[src/rtl/alu_multiciclo_pkg.sv]
// Shared opcode encodings, FSM states and iterative-unit modes for alu_multiciclo.
package alu_multiciclo_pkg;

  localparam int unsigned OP_WIDTH = 5;

  typedef enum logic [OP_WIDTH-1:0] {
    OP_NOT = 5'd0,
    OP_AND = 5'd1,
    OP_OR  = 5'd2,
    OP_XOR = 5'd3,
    OP_NEG = 5'd4,
    OP_ADD = 5'd5,
    OP_SUB = 5'd6,
    OP_MUL = 5'd7,
    OP_DIV = 5'd8,
    OP_MOD = 5'd9
  } alu_op_e;

  typedef enum logic [1:0] {
    ST_IDLE,
    ST_EXEC,
    ST_BUSY,
    ST_DONE
  } alu_state_e;

  typedef enum logic {
    MODO_MUL = 1'b0,
    MODO_DIV = 1'b1
  } alu_modo_e;

endpackage

[src/rtl/alu_iterativo.sv]
// Shared shift/accumulate datapath: unsigned shift-add multiply and restoring
// divide, one bit per cycle over BITS_DATA cycles. Divider path present only
// when ALU_DIV_EN is defined.
module alu_iterativo
  import alu_multiciclo_pkg::*;
#(
  parameter int unsigned BITS_DATA = 32
) (
  input  logic                 clk,
  input  logic                 reset,
  input  logic                 start,
  input  alu_modo_e            modo,
  input  logic [BITS_DATA-1:0] a,
  input  logic [BITS_DATA-1:0] b,
  output logic                 listo,
  output logic [BITS_DATA-1:0] cociente_producto,
  output logic [BITS_DATA-1:0] resto_alto
);

  localparam int unsigned CW = $clog2(BITS_DATA);

  logic [BITS_DATA-1:0]   r_hi;
  logic [BITS_DATA-1:0]   r_lo;
  logic [BITS_DATA-1:0]   r_d;
  logic [CW-1:0]          r_cnt;
  logic                   r_busy;
  logic                   r_listo;
  alu_modo_e              r_modo;

  logic [BITS_DATA:0]     w_mul_sum;
  logic [2*BITS_DATA-1:0] w_next;
`ifdef ALU_DIV_EN
  logic [BITS_DATA:0]     w_div_trial;
`endif

  // Next value of the {hi,lo} pair for one iteration of the active mode.
  // MUL: lo holds the multiplier and shifts right as hi accumulates.
  // DIV: lo holds the dividend shifting into hi (remainder); quotient bits enter lo from the right.
  always_comb begin
    w_next    = {r_hi, r_lo};
    w_mul_sum = {1'b0, r_hi} + (r_lo[0] ? {1'b0, r_d} : '0);
`ifdef ALU_DIV_EN
    w_div_trial = {r_hi, r_lo[BITS_DATA-1]} - {1'b0, r_d};
`endif
    if (r_modo == MODO_MUL) begin
      w_next = {w_mul_sum, r_lo[BITS_DATA-1:1]};
`ifdef ALU_DIV_EN
    end else if (!w_div_trial[BITS_DATA]) begin
      w_next = {w_div_trial[BITS_DATA-1:0], r_lo[BITS_DATA-2:0], 1'b1};
    end else begin
      w_next = {r_hi[BITS_DATA-2:0], r_lo[BITS_DATA-1], r_lo[BITS_DATA-2:0], 1'b0};
`endif
    end
  end

  // Load operands on start, then iterate BITS_DATA times and pulse listo.
  always_ff @(posedge clk) begin
    if (reset) begin
      r_hi    <= '0;
      r_lo    <= '0;
      r_d     <= '0;
      r_cnt   <= '0;
      r_busy  <= 1'b0;
      r_listo <= 1'b0;
      r_modo  <= MODO_MUL;
    end else begin
      r_listo <= 1'b0;
      if (start) begin
        r_busy <= 1'b1;
        r_cnt  <= '0;
        r_hi   <= '0;
        r_modo <= modo;
        r_lo   <= (modo == MODO_MUL) ? b : a;
        r_d    <= (modo == MODO_MUL) ? a : b;
      end else if (r_busy) begin
        {r_hi, r_lo} <= w_next;
        r_cnt        <= r_cnt + 1'b1;
        if (r_cnt == CW'(BITS_DATA-1)) begin
          r_busy  <= 1'b0;
          r_listo <= 1'b1;
        end
      end
    end
  end

  assign listo             = r_listo;
  assign cociente_producto = r_lo;
  assign resto_alto        = r_hi;

endmodule

[src/rtl/alu_multiciclo.sv]
// Registered multicycle ALU with valid/ready handshake and C/S/O/Z flags.
// Define ALU_DIV_EN to implement DIV/MOD; otherwise they report op_invalida.
module alu_multiciclo
  import alu_multiciclo_pkg::*;
#(
  parameter int unsigned BITS_DATA = 32,
  parameter int unsigned BITS_OP   = 5
) (
  input  logic                 clk,
  input  logic                 reset,
  input  logic                 entrada_valida,
  output logic                 entrada_lista,
  input  logic [BITS_DATA-1:0] operando_a,
  input  logic [BITS_DATA-1:0] operando_b,
  input  logic [BITS_OP-1:0]   opcode,
  output logic                 salida_valida,
  input  logic                 salida_lista,
  output logic [BITS_DATA-1:0] resultado,
  output logic                 C,
  output logic                 S,
  output logic                 O,
  output logic                 Z,
  output logic                 op_invalida
);

  localparam int unsigned MSB = BITS_DATA - 1;

  alu_state_e           r_state;
  logic [BITS_DATA-1:0] r_a;
  logic [BITS_DATA-1:0] r_b;
  logic [BITS_OP-1:0]   r_op;
  logic [BITS_DATA-1:0] r_res;
  logic                 r_c, r_s, r_o, r_z, r_inv, r_valid;

  logic                 w_acepta;
  logic                 w_es_mul;
  logic                 w_es_div;
  alu_modo_e            w_modo;
  logic                 w_listo;
  logic [BITS_DATA-1:0] w_cp;
  logic [BITS_DATA-1:0] w_ra;
  logic [BITS_DATA:0]   w_sum;
  logic [BITS_DATA:0]   w_dif;
  logic [BITS_DATA-1:0] w_neg;
  logic [BITS_DATA-1:0] w_res;
  logic                 w_c, w_o, w_s, w_z, w_inv;

  assign w_acepta = (r_state == ST_IDLE) && entrada_valida;

  // Decode the incoming opcode to decide whether the iterative unit is started.
  always_comb begin
    w_es_mul = (opcode == BITS_OP'(OP_MUL));
`ifdef ALU_DIV_EN
    w_es_div = (opcode == BITS_OP'(OP_DIV)) || (opcode == BITS_OP'(OP_MOD));
`else
    w_es_div = 1'b0;
`endif
    w_modo = w_es_div ? MODO_DIV : MODO_MUL;
  end

  alu_iterativo #(
    .BITS_DATA(BITS_DATA)
  ) u_iterativo (
    .clk               (clk),
    .reset             (reset),
    .start             (w_acepta && (w_es_mul || w_es_div)),
    .modo              (w_modo),
    .a                 (operando_a),
    .b                 (operando_b),
    .listo             (w_listo),
    .cociente_producto (w_cp),
    .resto_alto        (w_ra)
  );

  // Result and flags for the captured opcode; iterative ops read the sub-unit outputs.
  always_comb begin
    w_sum = {1'b0, r_a} + {1'b0, r_b};
    w_dif = {1'b0, r_a} - {1'b0, r_b};
    w_neg = '0 - r_a;
    w_res = '0;
    w_c   = 1'b0;
    w_o   = 1'b0;
    w_inv = 1'b0;
    case (r_op)
      BITS_OP'(OP_NOT): w_res = ~r_a;
      BITS_OP'(OP_AND): w_res = r_a & r_b;
      BITS_OP'(OP_OR):  w_res = r_a | r_b;
      BITS_OP'(OP_XOR): w_res = r_a ^ r_b;
      BITS_OP'(OP_NEG): begin
        w_res = w_neg;
        w_o   = r_a[MSB] && (r_a[MSB-1:0] == '0);
      end
      BITS_OP'(OP_ADD): begin
        {w_c, w_res} = w_sum;
        w_o = (r_a[MSB] == r_b[MSB]) && (w_sum[MSB] != r_a[MSB]);
      end
      BITS_OP'(OP_SUB): begin
        {w_c, w_res} = w_dif;
        w_o = (r_a[MSB] != r_b[MSB]) && (w_dif[MSB] != r_a[MSB]);
      end
      BITS_OP'(OP_MUL): begin
        w_res = w_cp;
        w_c   = |w_ra;
        w_o   = |w_ra;
      end
`ifdef ALU_DIV_EN
      BITS_OP'(OP_DIV): begin
        w_res = w_cp;
        w_o   = (r_b == '0);
      end
      BITS_OP'(OP_MOD): begin
        w_res = w_ra;
        w_o   = (r_b == '0);
      end
`endif
      default: w_inv = 1'b1;
    endcase
    w_s = ~w_inv & w_res[MSB];
    w_z = ~w_inv & ~|w_res;
  end

  // Control FSM with registered outputs: capture at accept, compute, hold until released.
  always_ff @(posedge clk) begin
    if (reset) begin
      r_state <= ST_IDLE;
      r_a     <= '0;
      r_b     <= '0;
      r_op    <= '0;
      r_res   <= '0;
      r_c     <= 1'b0;
      r_s     <= 1'b0;
      r_o     <= 1'b0;
      r_z     <= 1'b0;
      r_inv   <= 1'b0;
      r_valid <= 1'b0;
    end else begin
      case (r_state)
        ST_IDLE: begin
          if (w_acepta) begin
            r_a     <= operando_a;
            r_b     <= operando_b;
            r_op    <= opcode;
            r_state <= (w_es_mul || w_es_div) ? ST_BUSY : ST_EXEC;
          end
        end
        ST_EXEC, ST_BUSY: begin
          if (r_state == ST_EXEC || w_listo) begin
            r_res   <= w_res;
            r_c     <= w_c;
            r_s     <= w_s;
            r_o     <= w_o;
            r_z     <= w_z;
            r_inv   <= w_inv;
            r_valid <= 1'b1;
            r_state <= ST_DONE;
          end
        end
        ST_DONE: begin
          if (salida_lista) begin
            r_valid <= 1'b0;
            r_inv   <= 1'b0;
            r_state <= ST_IDLE;
          end
        end
        default: r_state <= ST_IDLE;
      endcase
    end
  end

  assign entrada_lista = (r_state == ST_IDLE);
  assign salida_valida = r_valid;
  assign resultado     = r_res;
  assign C             = r_c;
  assign S             = r_s;
  assign O             = r_o;
  assign Z             = r_z;
  assign op_invalida   = r_inv;

endmodule

[config.mk]
export PLATFORM = sky130hd
export DESIGN_NAME = alu_multiciclo
export DESIGN_NICKNAME = d
export VERILOG_FILES = /design/src/rtl/alu_multiciclo_pkg.sv /design/src/rtl/alu_iterativo.sv /design/src/rtl/alu_multiciclo.sv
export SDC_FILE = /design/constraint.sdc
export NUM_CORES = 1
export LEC_CHECK = 0
export CAP_MARGIN = 20
export CORE_MARGIN = 2
export CORE_UTILIZATION = 45
export CTS_BUF_LIST = sky130_fd_sc_hd__clkbuf_8
export CTS_CLUSTER_SIZE = 14
export DETAILED_ROUTE_END_ITERATION = 8
export PLACE_DENSITY = 0.63
export RECOVER_POWER = 50
export SLEW_MARGIN = 20
export SYNTH_ARGS = -nofsm -noshare
export SYNTH_HDL_FRONTEND = slang
export SYNTH_HIERARCHICAL = 1
export SYNTH_SLANG_ARGS = --single-unit
[constraint.sdc]
create_clock -name clk -period 3.11 [get_ports clk]
set_input_delay 0.622 -clock clk [delete_from_list [all_inputs] [get_ports clk]]
set_output_delay 0.622 -clock clk [all_outputs]
set_load 0.005 [all_outputs]
; Yosys cells after proc, flatten, opt, wreduce, memory -nomap -nowiden
; Index checks and enable logic that the tools add are counted.
[word_totals]
register_bits = 212
inputBits = 73
output_inout_bits = 39
[classes]
add_sub_neg = 5
eq_ne = 19
mux = 21
bitwise_logic = 7
reduce_logical = 22
[op_table]
columns = operator, n
row1 = case mux 32 bit (8 select lines), 1
row2 = two-way mux 32 bit, 3
row3 = OR reduction 32 bit, 2
row4 = adder 32 x 32 -> 33 bit, 1
row5 = adder 32 x 33 -> 33 bit, 1
row6 = subtractor 32 x 32 -> 33 bit, 1
row7 = bitwise AND 32 bit, 1
row8 = inverter 32 bit, 1
row9 = bitwise OR 32 bit, 1
row10 = "subtractor 1 x 32 -> 32 bit, first input constant", 1
row11 = XOR 32 bit, 1
row12 = logical NOT 31 bit, 1
row13 = "== test 5 x 3 -> 1 bit, second input constant", 5
row14 = "== test 5 x 2 -> 1 bit, second input constant", 2
row15 = two-way mux 1 bit, 8
row16 = two-way mux 2 bit, 4
row17 = OR reduction 8 bit, 1
row18 = case mux 2 bit (3 select lines), 1
row19 = AND reduction 3 bit, 2
row20 = "adder 5 x 1 -> 5 bit, second input constant", 1
row21 = "== test 5 x 1 -> 1 bit, second input constant", 1
row22 = "== test 5 bit, second input constant", 1
row23 = logical AND 1 bit, 5
row24 = logical NOT 5 bit, 1
row25 = 18 further kinds, 27

; Longest topological paths before layout
[logic_depth]
depth_word = 5
ltp_mapped = 15
mapped_depth_nobuf = 15

; By module
; The synthesis kept the hierarchy.
[by_module_without_submodules]
columns = mod, instances, cells_each, area_each_um2
row1 = alu_multiciclo, 1, 1565, 10862.9
row2 = alu_iterativo, 1, 785, 6670.1

; Least setup slack after synthesis
; OpenSTA, ideal clock, no wires.
[synth_path]
path_kind = register to register
from = register r_a[13]
to = register r_z, in the netlist Z
setup_time_ns = 0.059
t_arrival_ns = 3.376
required_ns = 3.051
setup_slack_ns = -0.325
path_stages_with_launch = 16
synth_period_minus_slack_ns = 3.435
cell_sequence = dfxtp_1 > clkbuf_1 > inv_1 > ha_1 > clkbuf_1 > inv_1 > a21oi_1 > o31ai_1 > mux2_2 > nor4_1 > o211ai_1 > a2111oi_0 > nand4_1 > nor4_2 > nand4_1 > nand2_1
[synth_between]
elab_chain_cells = 5
[synth_lines]
columns = element, line
row1 = from (decl), alu_multiciclo.sv:29  ; logic [BITS_DATA-1:0] r_a;
row2 = from (signal assigned), alu_multiciclo.sv:140  ; r_a <= operando_a;
row3 = "subtractor 32 x 32 -> 33 bit, or another cell as far along", alu_multiciclo.sv:78  ; w_dif = {1'b0, r_a} - {1'b0, r_b};
row4 = case mux 32 bit (8 select lines) *, alu_multiciclo.sv:84  ; case (r_op)
row5 = OR reduction 32 bit *, alu_multiciclo.sv:119  ; w_z = ~w_inv & ~|w_res;
row6 = logical NOT 1 bit *, alu_multiciclo.sv:119
row7 = bitwise AND 1 bit *, alu_multiciclo.sv:119
row8 = to (signal assigned), alu_multiciclo.sv:152  ; r_z <= w_z;
row9 = to (decl), alu_multiciclo.sv:33  ; logic r_c, r_s, r_o, r_z, r_inv, r_valid;
; Mark *: on every way between the ends. The rest lies on a longest branch, timed or not.
; A chain may end at the register's enable or synchronous reset.

; Worst setup path after layout
[layout_path]
from = register r_a[1]
to = register r_z, in the netlist Z
; Same word-level chain as after synthesis.

==> impl_metrics.toml <==
[worst_setup_path]
r2r_start = "r_a[1]"
cpMostUsedCell = "buf_4"
worst-path-max-fanout = 3
r2r_cells = 17
start_kind = "register"
critPathRequiredTime_ns = 3.67
cp_top_family = "compound AO/OA/AOI/OAI gates"
max_stage_delay_ns = 0.41
cp_num_cells = 17
path_class = "reg -> reg"
r2r-end = "Z"
cp-end-kind = "register"
reg2reg_slack_ns = -0.39
critPathArrivalTime_ns = 4.05
crit_buf_inv = 5
cp-startpoint = "r_a[1]"
cp_cell_sequence = "inv_4 > buf_6 > ha_4 > buf_4 > a211oi_2 > buf_4 > o21ai_2 > nand3_2 > a211o_1 > a311o_1 > o211ai_1 > buf_4 > nand3_1 > a21oi_2 > and4_1 > nand4_1 > nand2_1"
crit_end = "Z"
cpMaxStageDelayCell = "a311o_1"

[power_and_ir_drop]
power.density_nw_per_um2 = 677.3
power.total_mw = 16.51
internal_power_mw = 9.416
peakVddDrop_v = 0.0004842
power_switching_share = 0.4297
p_clk_frac = 0.174
p_sw_mw = 7.096
seqPwrFrac = 0.200
p_leak_nw = 10.11
p_comb_frac = 0.626

[die]
die_area_um2 = 40560
rows = 72
die_w_um = 201.4
start_util = 0.4547
io_pins = 112
die_y_um = 201.4
coreArea_um2 = 38560

[flow_run]
max_cap_violations = 0

[sta]
hold_viol = 0
tns_ns = -1.780
timing.final.ws_setup_ns = -0.3863
tightest_slew_ns = 1.249
drv_slew = 0
skew_ns = 0.02119
whs_ns = 0.3660
period_needed_ns = 3.496
rsz0062_at_grt = "yes"
fin_crit_sh = 1.124
setup_violations = 10
relSlewSlack = 0.1674
max_freq_ghz = 0.2860

[global_routing]
gr-total-overflow = 0
track_usage = 0.3402
antenna_found_initial = 1
grt_pass1_vias = 20140
grt_pass1_wl_mm = 109.9
grt_start_max_net_pins = 174

[route]
num_vias = 20130
drt-wirelength-per-cell_um = 21.07
viasPerCell = 5.978
wl_mm = 70.98
drc = 0
drt_iter0_markers = 1523
antenna_left = 0
drtPass1Iterations = 6

[cells_and_area]
diodes = 0
drive_above_1_share = 0.2695
n_fill_cell = 3595
fin_cells = 3368
nets = 3036
syn_to_final_growth_pct = 39.05

[synth]
synth_edf_count = 0
synth_cell_types = 93
ys.flop_type = "dfxtp_1"
synth-seq-cells = 212
avgSynthCellArea_um2 = 7.461
synthArstFlopShare = 0
synth.yosys.seq_area_share = 0.2421
synth_warnings = 6
synth_cells = 2350
synth_area_um2 = 17530

[place]
post-dp-hpwl_mm = 54.09
place.gp.congestion = 0.9841
dp_cells = 3262
numPortBuffers = 111

[cts]
cts_buffers = 40
cts_root_buf = "clkbuf_8"
htree_levels = 2
cts_tree = "yes"
cts_sinks = 212
clk_latency_ns = 0.63
holdBufCountCts = 0
cts_buffer_depth = 3
clk_pin_slew_ns = 0.06

[worst_hold_path]
hold_path.class = "in -> reg"

[outcome]
violations = "negative setup slack"
status = "finished, violations left"
cells in the final DEF (no fill, tap or decap), drive strengths merged, types with 70 or more instances in the layout:
master and count:
a211oi 149, a21oi 220, and2 70, buf 474, clkdlybuf4s50 81, dfxtp 212
ha 140, inv 123, mux2i 74, nand2 294, nor2 204, o21ai 92
cell families (layout without fill, tap and decap cells):
family,count (synthesis),after routing,synth area share
DFF,212,212,0.2421
other,1,2,0.0002139
and+or+nand+nor,848,848,0.2319
buffers and inverters,274,773,0.06522
muxes,77,77,0.04417
AOI/OAI and AO/OA,763,763,0.2971
xor gates and xnor gates,32,32,0.01599
adders and majority gates,143,143,0.1033
synth_stat cells (all sizes together) (38+ instances only):
library cell,number,share of area
a211oi,149,0.064
a21o,38,0.016
a21oi,220,0.063
and2,70,0.025
buf,39,0.012
clkbuf,124,0.029
dfxtp,212,0.24
ha,140,0.10
inv,109,0.023
mux2i,74,0.042
nand2,294,0.063
nor2,204,0.044
nor3,68,0.020
o211ai,41,0.018
o21ai,92,0.026
sequential cells by signal, summed over array words and instances, names as in the netlist:
signal / flops
salida_valida: 1
u_iterativo/r_cnt: 5
O: 1
r_b: 32
Z: 1
r_a: 32
u_iterativo/listo: 1
u_iterativo/r_d: 32
u_iterativo/cociente_producto: 32
u_iterativo/resto_alto: 32
r_state: 2
u_iterativo/r_modo: 1
C: 1
op_invalida: 1
r_op: 5
u_iterativo/r_busy: 1
resultado: 32
worst register-to-register path, cell delays in order, from the launching register on:
cell and delay [ns]:
dfxtp_4 0.37, inv_4 0.04, buf_6 0.11, ha_4 0.26
buf_4 0.11, a211oi_2 0.07, buf_4 0.15, o21ai_2 0.23
nand3_2 0.16, a211o_1 0.38, a311o_1 0.41, o211ai_1 0.34
buf_4 0.17, nand3_1 0.08, a21oi_2 0.17, and4_1 0.22
nand4_1 0.10, nand2_1 0.07
how the worst min path moves through the flow:
stage / from / to / slack [ns] / cells after the start
2_1_floorplan: Z / Z / 0.43 / 2
3_3_place_gp: Z / Z / 0.43 / 2
3_5_place_dp: Z / Z / 0.44 / 2
4_1_cts: reset / u_iterativo/resto_alto[23] / 0.34 / 3
5_1_grt: reset / u_iterativo/resto_alto[23] / 0.36 / 3
6_report: reset / u_iterativo/resto_alto[23] / 0.37 / 3
per-stage QoR:
step	util	setup WS [ns]	cell area [µm²]
global placement	0.5763	-0.5703	22220
floorplan	-	0.003377	17710
global route	0.6323	-0.6061	24380
finish	0.6323	-0.3863	24380
detailed placement	0.5763	-0.6213	22220
CTS	0.6127	-0.4053	23620
layout make-up:
| class | count | area (µm²) | share of cell area |
|---|---|---|---|
| multi-input cells | 1865 | 13360 | 0.5481 |
| repair buffers | 590 | 4850 | 0.1989 |
| flip-flops and latches | 212 | 4272 | 0.1752 |
| clock buffers | 50 | 688.2 | 0.02823 |
| well taps | 518 | 648.1 | 0.02658 |
| inverters | 111 | 422.9 | 0.01735 |
| clock inverters | 22 | 136.4 | 0.005594 |
power groups by stage:
| stage | logic [mW] | registers, mW | clock network (mW) |
|---|---|---|---|
| final | 10.3 | 3.30 | 2.88 |
| after global routing | 11.1 | 3.34 | 3.06 |
| after CTS | 9.39 | 3.29 | 2.95 |
| after detailed placement | 8.72 | 3.34 | 0 |
| after global placement | 8.64 | 3.33 | 0 |
| after floorplan | 4.44 | 3.37 | 0 |
metal layers:
layer  vias up  global-route usage  share of wire
li1       9581                   -              -
met1      9676              0.4137           0.42
met2       650              0.5748           0.47
met3       227             0.05394          0.054
met4         0              0.1864          0.057
met5         -                   0              0
repair_timing:
item                                    in CTS  in global routing
setup buffers                               14                 22
pin swaps                                   67                 70
gates cloned                                 0                  0
endpoints found under the setup margin      19                 26
gates resized for setup                     99                135
No activity file was read; power rests on OpenSTA's default activity.
